===== config.mk =====
export PLATFORM = sky130hd
export DESIGN_NAME = par_bus_slave_flat
export DESIGN_NICKNAME = d
export VERILOG_FILES = /design/src/rtl/par_bus_slave_if.sv /design/src/rtl/par_bus_slave.sv /design/src/flat_wrapper.sv
export SDC_FILE = /design/constraint.sdc
export NUM_CORES = 1
export LEC_CHECK = 0
export BUFFER_PORTS_ARGS = -buffer_cell sky130_fd_sc_hd__buf_2
export CORE_UTILIZATION = 45
export DETAILED_ROUTE_END_ITERATION = 7
export HOLD_SLACK_MARGIN = 0.1
export SYNTH_ARGS = -nofsm -noshare
export SYNTH_HDL_FRONTEND = slang
export SYNTH_SLANG_ARGS = --single-unit

===== constraint.sdc =====
create_clock -name clk -period 5.51 [get_ports clk]
set_input_delay 1.102 -clock clk [delete_from_list [all_inputs] [get_ports clk]]
set_output_delay 1.102 -clock clk [all_outputs]
set_load 0.02 [all_outputs]

===== src/rtl/par_bus_slave_if.sv =====
// Host-side parallel bus of par_bus_slave: strobe, direction and split data lines.
interface par_bus_slave_if #(
   parameter int unsigned DATA_W = 16
);
   logic              bus_clk;
   logic              bus_rnw;
   logic [DATA_W-1:0] bus_data_in;
   logic [DATA_W-1:0] bus_data_out;
   logic              bus_data_oe;

   modport master (
      output bus_clk,
      output bus_rnw,
      output bus_data_in,
      input  bus_data_out,
      input  bus_data_oe
   );

   modport slave (
      input  bus_clk,
      input  bus_rnw,
      input  bus_data_in,
      output bus_data_out,
      output bus_data_oe
   );
endinterface


===== src/rtl/par_bus_slave.sv =====
// DATA_W-wide parallel-bus slave: host bus synchroniser, two-word sync handshake, RX/TX FIFOs.
// Optional PAR_BUS_STATS_EN adds rx_count/tx_count transfer counters.
module par_bus_slave #(
   parameter int unsigned       DATA_W      = 16,
   parameter int unsigned       FIFO_DEPTH  = 16,
   parameter int unsigned       SYNC_STAGES = 2,
   parameter logic [DATA_W-1:0] SYNC_WORD0  = {DATA_W/8{8'hB8}},
   parameter logic [DATA_W-1:0] SYNC_WORD1  = {DATA_W/8{8'h8B}}
) (
   input  logic              clk,
   input  logic              reset,
   par_bus_slave_if.slave    bus,
   output logic [DATA_W-1:0] rx_data,
   output logic              rx_valid,
   input  logic              rx_ready,
   input  logic [DATA_W-1:0] tx_data,
   input  logic              tx_valid,
   output logic              tx_ready,
   output logic              synced,
   output logic              rx_overflow,
   output logic              tx_underflow
`ifdef PAR_BUS_STATS_EN
   ,
   output logic [31:0]       rx_count,
   output logic [31:0]       tx_count
`endif
);

   localparam int unsigned AW = $clog2(FIFO_DEPTH);

   typedef enum logic [1:0] {
      UNSYNC = 2'd0,
      SEEN0  = 2'd1,
      SYNCED = 2'd2
   } state_t;

   logic [SYNC_STAGES-1:0] clk_sync;
   logic [SYNC_STAGES-1:0] rnw_sync;
   logic [DATA_W-1:0]      data_sync [SYNC_STAGES];
   logic                   clk_d;
   logic                   rise_stb;
   logic                   fall_stb;
   logic                   s_clk;
   logic                   s_rnw;
   logic [DATA_W-1:0]      s_data;

   state_t                 state;
   state_t                 state_nx;
   logic [1:0]             match_cnt;
   logic [1:0]             match_nx;

   logic                   alive;
   logic                   host_wr;
   logic                   host_rd;

   logic [DATA_W-1:0]      rx_mem [FIFO_DEPTH];
   logic [AW:0]            rx_wr;
   logic [AW:0]            rx_rd;
   logic                   rx_full;
   logic                   rx_empty;
   logic                   rx_push;
   logic                   rx_pop;

   logic [DATA_W-1:0]      tx_mem [FIFO_DEPTH];
   logic [AW:0]            tx_wr;
   logic [AW:0]            tx_rd;
   logic                   tx_full;
   logic                   tx_empty;
   logic                   tx_push;
   logic                   tx_pop;
   logic [DATA_W-1:0]      data_out_q;

   assign s_clk  = clk_sync[SYNC_STAGES-1];
   assign s_rnw  = rnw_sync[SYNC_STAGES-1];
   assign s_data = data_sync[SYNC_STAGES-1];

   // Strobes are registered so they land SYNC_STAGES+1 clk after the pin edge.
   always_ff @(posedge clk or negedge reset) begin
      if (!reset) begin
         clk_sync <= '0;
         rnw_sync <= '0;
         for (int unsigned i = 0; i < SYNC_STAGES; i++) begin
            data_sync[i] <= '0;
         end
         clk_d    <= 1'b0;
         rise_stb <= 1'b0;
         fall_stb <= 1'b0;
      end else begin
         clk_sync     <= {clk_sync[SYNC_STAGES-2:0], bus.bus_clk};
         rnw_sync     <= {rnw_sync[SYNC_STAGES-2:0], bus.bus_rnw};
         data_sync[0] <= bus.bus_data_in;
         for (int unsigned i = 1; i < SYNC_STAGES; i++) begin
            data_sync[i] <= data_sync[i-1];
         end
         clk_d    <= s_clk;
         rise_stb <= s_clk & ~clk_d;
         fall_stb <= ~s_clk & clk_d;
      end
   end

   always_ff @(posedge clk or negedge reset) begin
      if (!reset) begin
         state     <= UNSYNC;
         match_cnt <= '0;
      end else begin
         state     <= state_nx;
         match_cnt <= match_nx;
      end
   end

   // match_cnt counts consecutive clk the expected sync word has been present.
   always_comb begin
      state_nx = state;
      match_nx = match_cnt;
      case (state)
         UNSYNC: begin
            if (s_data == SYNC_WORD0) begin
               if (match_cnt == 2'd2) begin
                  state_nx = SEEN0;
                  match_nx = '0;
               end else begin
                  match_nx = match_cnt + 2'd1;
               end
            end else begin
               match_nx = '0;
            end
         end
         SEEN0: begin
            if (s_data == SYNC_WORD1) begin
               if (match_cnt == 2'd2) begin
                  state_nx = SYNCED;
                  match_nx = '0;
               end else begin
                  match_nx = match_cnt + 2'd1;
               end
            end else if (s_data == SYNC_WORD0) begin
               match_nx = '0;
            end else begin
               state_nx = UNSYNC;
               match_nx = '0;
            end
         end
         SYNCED: begin
            match_nx = '0;
         end
         default: begin
            state_nx = UNSYNC;
            match_nx = '0;
         end
      endcase
   end

   assign synced  = (state == SYNCED);
   assign host_wr = synced & rise_stb & ~s_rnw;
   assign host_rd = synced & fall_stb & s_rnw;

   // Holds tx_ready low while in reset.
   always_ff @(posedge clk or negedge reset) begin
      if (!reset) alive <= 1'b0;
      else        alive <= 1'b1;
   end

   assign rx_empty = (rx_wr == rx_rd);
   assign rx_full  = (rx_wr[AW] != rx_rd[AW]) && (rx_wr[AW-1:0] == rx_rd[AW-1:0]);
   assign rx_valid = ~rx_empty;
   assign rx_pop   = rx_valid & rx_ready;
   assign rx_push  = host_wr & (~rx_full | rx_pop);
   assign rx_data  = rx_empty ? '0 : rx_mem[rx_rd[AW-1:0]];

   always_ff @(posedge clk) begin
      if (rx_push) rx_mem[rx_wr[AW-1:0]] <= s_data;
   end

   always_ff @(posedge clk or negedge reset) begin
      if (!reset) begin
         rx_wr       <= '0;
         rx_rd       <= '0;
         rx_overflow <= 1'b0;
      end else begin
         if (rx_push) rx_wr <= rx_wr + 1'b1;
         if (rx_pop)  rx_rd <= rx_rd + 1'b1;
         if (host_wr & rx_full & ~rx_pop) rx_overflow <= 1'b1;
      end
   end

   assign tx_empty = (tx_wr == tx_rd);
   assign tx_full  = (tx_wr[AW] != tx_rd[AW]) && (tx_wr[AW-1:0] == tx_rd[AW-1:0]);
   assign tx_ready = alive & ~tx_full;
   assign tx_push  = tx_valid & tx_ready;
   assign tx_pop   = host_rd & ~tx_empty;

   always_ff @(posedge clk) begin
      if (tx_push) tx_mem[tx_wr[AW-1:0]] <= tx_data;
   end

   // Emptiness is judged on pre-edge pointers, so a same-cycle push is never forwarded.
   always_ff @(posedge clk or negedge reset) begin
      if (!reset) begin
         tx_wr        <= '0;
         tx_rd        <= '0;
         data_out_q   <= '0;
         tx_underflow <= 1'b0;
      end else begin
         if (tx_push) tx_wr <= tx_wr + 1'b1;
         if (tx_pop) begin
            tx_rd      <= tx_rd + 1'b1;
            data_out_q <= tx_mem[tx_rd[AW-1:0]];
         end
         if (host_rd & tx_empty) tx_underflow <= 1'b1;
      end
   end

   assign bus.bus_data_out = data_out_q;
   assign bus.bus_data_oe  = synced & s_rnw;

`ifdef PAR_BUS_STATS_EN
   always_ff @(posedge clk or negedge reset) begin
      if (!reset) begin
         rx_count <= '0;
         tx_count <= '0;
      end else begin
         if (rx_push) rx_count <= rx_count + 32'd1;
         if (host_rd) tx_count <= tx_count + 32'd1;
      end
   end
`endif

endmodule

===== src/flat_wrapper.sv =====
// flat-port wrapper written by rule: the top's interface ports become plain ports
module par_bus_slave_flat 
#(
   parameter int unsigned       DATA_W      = 16,
   parameter int unsigned       FIFO_DEPTH  = 16,
   parameter int unsigned       SYNC_STAGES = 2,
   parameter logic [DATA_W-1:0] SYNC_WORD0  = {DATA_W/8{8'hB8}},
   parameter logic [DATA_W-1:0] SYNC_WORD1  = {DATA_W/8{8'h8B}}
)
  (clk, reset, rx_data, rx_valid, rx_ready, tx_data, tx_valid, tx_ready, synced, rx_overflow, tx_underflow, bus_bus_clk, bus_bus_rnw, bus_bus_data_in, bus_bus_data_out, bus_bus_data_oe);
  par_bus_slave_if #(.DATA_W(DATA_W)) bus_i ();
  input  logic clk;
  input  logic reset;
  output logic [DATA_W-1:0] rx_data;
  output logic rx_valid;
  input  logic rx_ready;
  input  logic [DATA_W-1:0] tx_data;
  input  logic tx_valid;
  output logic tx_ready;
  output logic synced;
  output logic rx_overflow;
  output logic tx_underflow;
  input wire logic [$bits(bus_i.bus_clk)-1:0] bus_bus_clk;
  input wire logic [$bits(bus_i.bus_rnw)-1:0] bus_bus_rnw;
  input wire logic [$bits(bus_i.bus_data_in)-1:0] bus_bus_data_in;
  output wire logic [$bits(bus_i.bus_data_out)-1:0] bus_bus_data_out;
  output wire logic [$bits(bus_i.bus_data_oe)-1:0] bus_bus_data_oe;
  assign bus_i.bus_clk = bus_bus_clk;
  assign bus_i.bus_rnw = bus_bus_rnw;
  assign bus_i.bus_data_in = bus_bus_data_in;
  assign bus_bus_data_out = bus_i.bus_data_out;
  assign bus_bus_data_oe = bus_i.bus_data_oe;
  par_bus_slave #(.DATA_W(DATA_W), .FIFO_DEPTH(FIFO_DEPTH), .SYNC_STAGES(SYNC_STAGES), .SYNC_WORD0(SYNC_WORD0), .SYNC_WORD1(SYNC_WORD1)) u_core (.clk(clk), .reset(reset), .bus(bus_i), .rx_data(rx_data), .rx_valid(rx_valid), .rx_ready(rx_ready), .tx_data(tx_data), .tx_valid(tx_valid), .tx_ready(tx_ready), .synced(synced), .rx_overflow(rx_overflow), .tx_underflow(tx_underflow));
endmodule

==> key figures <==
Setup path
  • Bufs and invs on worst path: 2
  • Req. time, crit path: 4.41 ns
  • Crit-path slowest cell: dfrtp_4
  • Crit path top cell by count: a211oi_1
  • CP startpoint kind: flop
  • Setup crit end kind: output port
  • Worst-path maximum fanout: 37
  • Worst EP arrival: 3.15 ns
  • CP peak stage delay: 0.86 ns
  • Crit path kind: flop to output port
  • Delay-heaviest family, CP: flip-flops
  • CP cell instances: buf_12 > mux4_2 > nor2b_1 > a211oi_1 > a211oi_1 > buf_2

Synth
  • Largest family of logic cells by synthesized area: multiplexers
  • Sequential-to-total area share from yosys stat: 76.1%
  • Top cell type by total area after synthesis: edfxtp_1
  • Syn_area_per_cell: 20.7 um2
  • Top cell type's share of synthesized area: 67.2%
  • Post-synth EDFFs: 512
  • Count leader, synth: edfxtp_1
  • Compound-Gate Fraction of Synth Area: 3.55%
  • Synth Register Bits: 594
  • Synth Warn #: 0
  • Top post-synthesis cells by area: edfxtp_1 67%, mux4_2 9.4%, dfrtp_1 9.0%
  • Commonest cells post-synth: 512 x edfxtp_1, 96 x mux4_2, 82 x dfrtp_1
  • Syn nets: 1156
  • Cell variety after synth: 46
  • Cell area after synthesis: 0.0229 mm2
  • Async S/R FF share, synth: 13.8%
  • Primary FF master, synth: edfxtp_1
  • Post-Synth Simple-Gate Area: 2.61%
  • Mapped Cells: 1108
  • Mux contribution to synthesized area: 14.7%
  • Synth Area in Adders: 0.547%
  • Synth Area in XOR/XNOR: 1.03%

Cells and area
  • Share of layout cells above drive strength 1: 27.6%
  • Filler cell count: 3967
  • Final Non-Filler Cells: 1938
  • Area delta synth->final: 14.1%
  • ANT cells: 0
  • Nets: 1263

STA
  • Unrepaired setup endpoints after global routing: no
  • Setup slack after layout: 1.26 ns
  • Max-slew violation count: 0
  • Tmin final: 4.25 ns
  • Slew HR: 19.1%
  • Setup tns final: 0 ns
  • Worst Clk Skew: 0.0325 ns
  • Final hold vios: 0
  • # setup viols final: 0
  • Highest clock rate: 235 MHz
  • Fin crit share: 77.1%
  • Worst-Margin Slew: 1.21 ns

Clock network
  • H-tree depth: 2
  • Post-CTS resize count: 0
  • Skew-Pair Late Insertion Delay: 0.63 ns
  • CTS root buffer: clkbuf_16
  • Hold buffer count at cts: 0
  • # clock sinks: 594
  • Post-CTS Setup Repair Bufs: 0
  • Clock Tree Buf Depth: 3
  • CTS tree: done
  • CTS clk-pin slew, worst paths: 0.06 ns
  • CTS buffer count: 59

Floorplan
  • Core area: 0.0502 mm2
  • Starting Density: 45.6%
  • Total Die Area: 0.0518 mm2
  • Vertical die dimension: 228 um
  • Die width: 228 um
  • Top Ports: 76
  • Row cnt: 82

Pwr
  • VDD IR max: 294 uV
  • Power Density: 426 mW/mm2
  • Final total power: 11.1 mW
  • Leakage: 8.81 nW

Global route
  • First-pass GRT wire length: 72800 um
  • Total track usage: 19.7%
  • Largest net degree at the start of global routing: 68
  • Number of global-route vias before repair: 11256
  • Initial antenna violation count: 4
  • GR Overflow Total: 0

Place
  • Inst Count DP: 1826
  • RePlAce Congestion: 0.750
  • Worst slack, placed: 1.83 ns
  • Hpwl dp: 28600 um
  • Input/output buffers: 75

Routing
  • Final WL: 49100 um
  • Drt first pass iters: 5
  • Post-route ant nets: 0
  • Drt wl/cell: 25.4 um
  • DR vias: 10877
  • 1st-iter DRT viols: 838
  • # DRC: 0
  • Vias/cell: 5.61

Outcome
  • Outcome: completed

Run
  • Max cap viols: 0

Worst hold path
  • Min-Delay Path Class: flop to flop
[layout by cell type (no fill, tap or decap), drive strengths merged, types with 28 or more instances in the layout]
| master | count |
|---|---|
| mux2i | 80 |
| buf | 107 |
| and3 | 29 |
| nor2b | 28 |
| a211oi | 37 |
| mux4 | 96 |
| clkbuf | 80 |
| dfrtp | 82 |
| mux2 | 36 |
| edfxtp | 512 |
[state kept, by name, summed over array words and instances (netlist names), 16 cells and up]
name / flops
u_core.rx_mem: 256
u_core.tx_mem: 256
u_core.s_data: 16
u_core.bus.bus_data_out: 16
u_core.data_sync: 16
[worst register-to-register path, delay by kind of cell (launching register included)]
kind / cells / cell delay [ns]
and+or+nand+nor: 2 / 1.15
DFF: 1 / 0.88
buffers and inverters: 1 / 0.26
xor gates and xnor gates: 1 / 0.29
AOI/OAI and AO/OA: 1 / 0.69
[metal layers]
layer / GRT usage [%] / wire length (um) / vias up
met5: 0 / 37 / -
met4: 5.87 / 1080 / 6
met3: 3.21 / 1960 / 78
met2: 34.2 / 25500 / 235
met1: 25.3 / 20500 / 5793
li1: - / - / 4765
[layout make-up]
class	count	area, um2	share of cell area (%)
clock buffers	80	1680	6.42
clock inverters	32	338	1.29
inverters	8	30.0	0.115
multi-input cells	445	5170	19.8
flip-flops and latches	594	17400	66.8
well taps	672	841	3.22
repair buffers	107	631	2.41
[stage by stage]
step / util [%] / hold slack (ns) / area, um2
2_1_floorplan: - / 0.331 / 22900
3_3_place_gp: 48.0 / 0.335 / 24100
3_5_place_dp: 48.0 / 0.335 / 24100
4_1_cts: 52.1 / 0.349 / 26100
5_1_grt: 52.1 / 0.359 / 26100
6_report: 52.1 / 0.347 / 26100
[power by group]
group          internal, mW  switching [mW]  leakage [nW]
logic                 0.799           0.963          2.21
registers              5.04           0.224          5.63
clock network          2.41            1.69         0.972
total                  8.25            2.88          8.81
[kinds of logic (layout without fill, tap and decap cells)]
family / Yosys count / count (layout)
compound gates: 102 / 102
buf+inv: 69 / 227
mux: 212 / 212
other cells: 1 / 1
xor+xnor: 27 / 27
fa+ha+maj: 10 / 10
flops: 594 / 594
simple gates: 93 / 93
[worst paths after layout]
kind | depth (start not counted) | start | end | slack, ns
worst max-delay path | 6 | u_core.rx_rd[0] | rx_data[1] | 1.26
worst min-delay path | 0 | u_core.data_sync[18] | u_core.s_data[2] | 0.35
worst max register to register | 5 | u_core.tx_rd[1] | u_core.tx_mem[0][14] | 1.97
worst min register to register | 0 | u_core.data_sync[18] | u_core.s_data[2] | 0.35
max in group asynchronous | 2 | reset | u_core.rx_rd[0] | 3.77
min in group asynchronous | 1 | reset | u_core.bus.bus_data_out[1] | 0.51
Power figures use the tool's default switching activity.
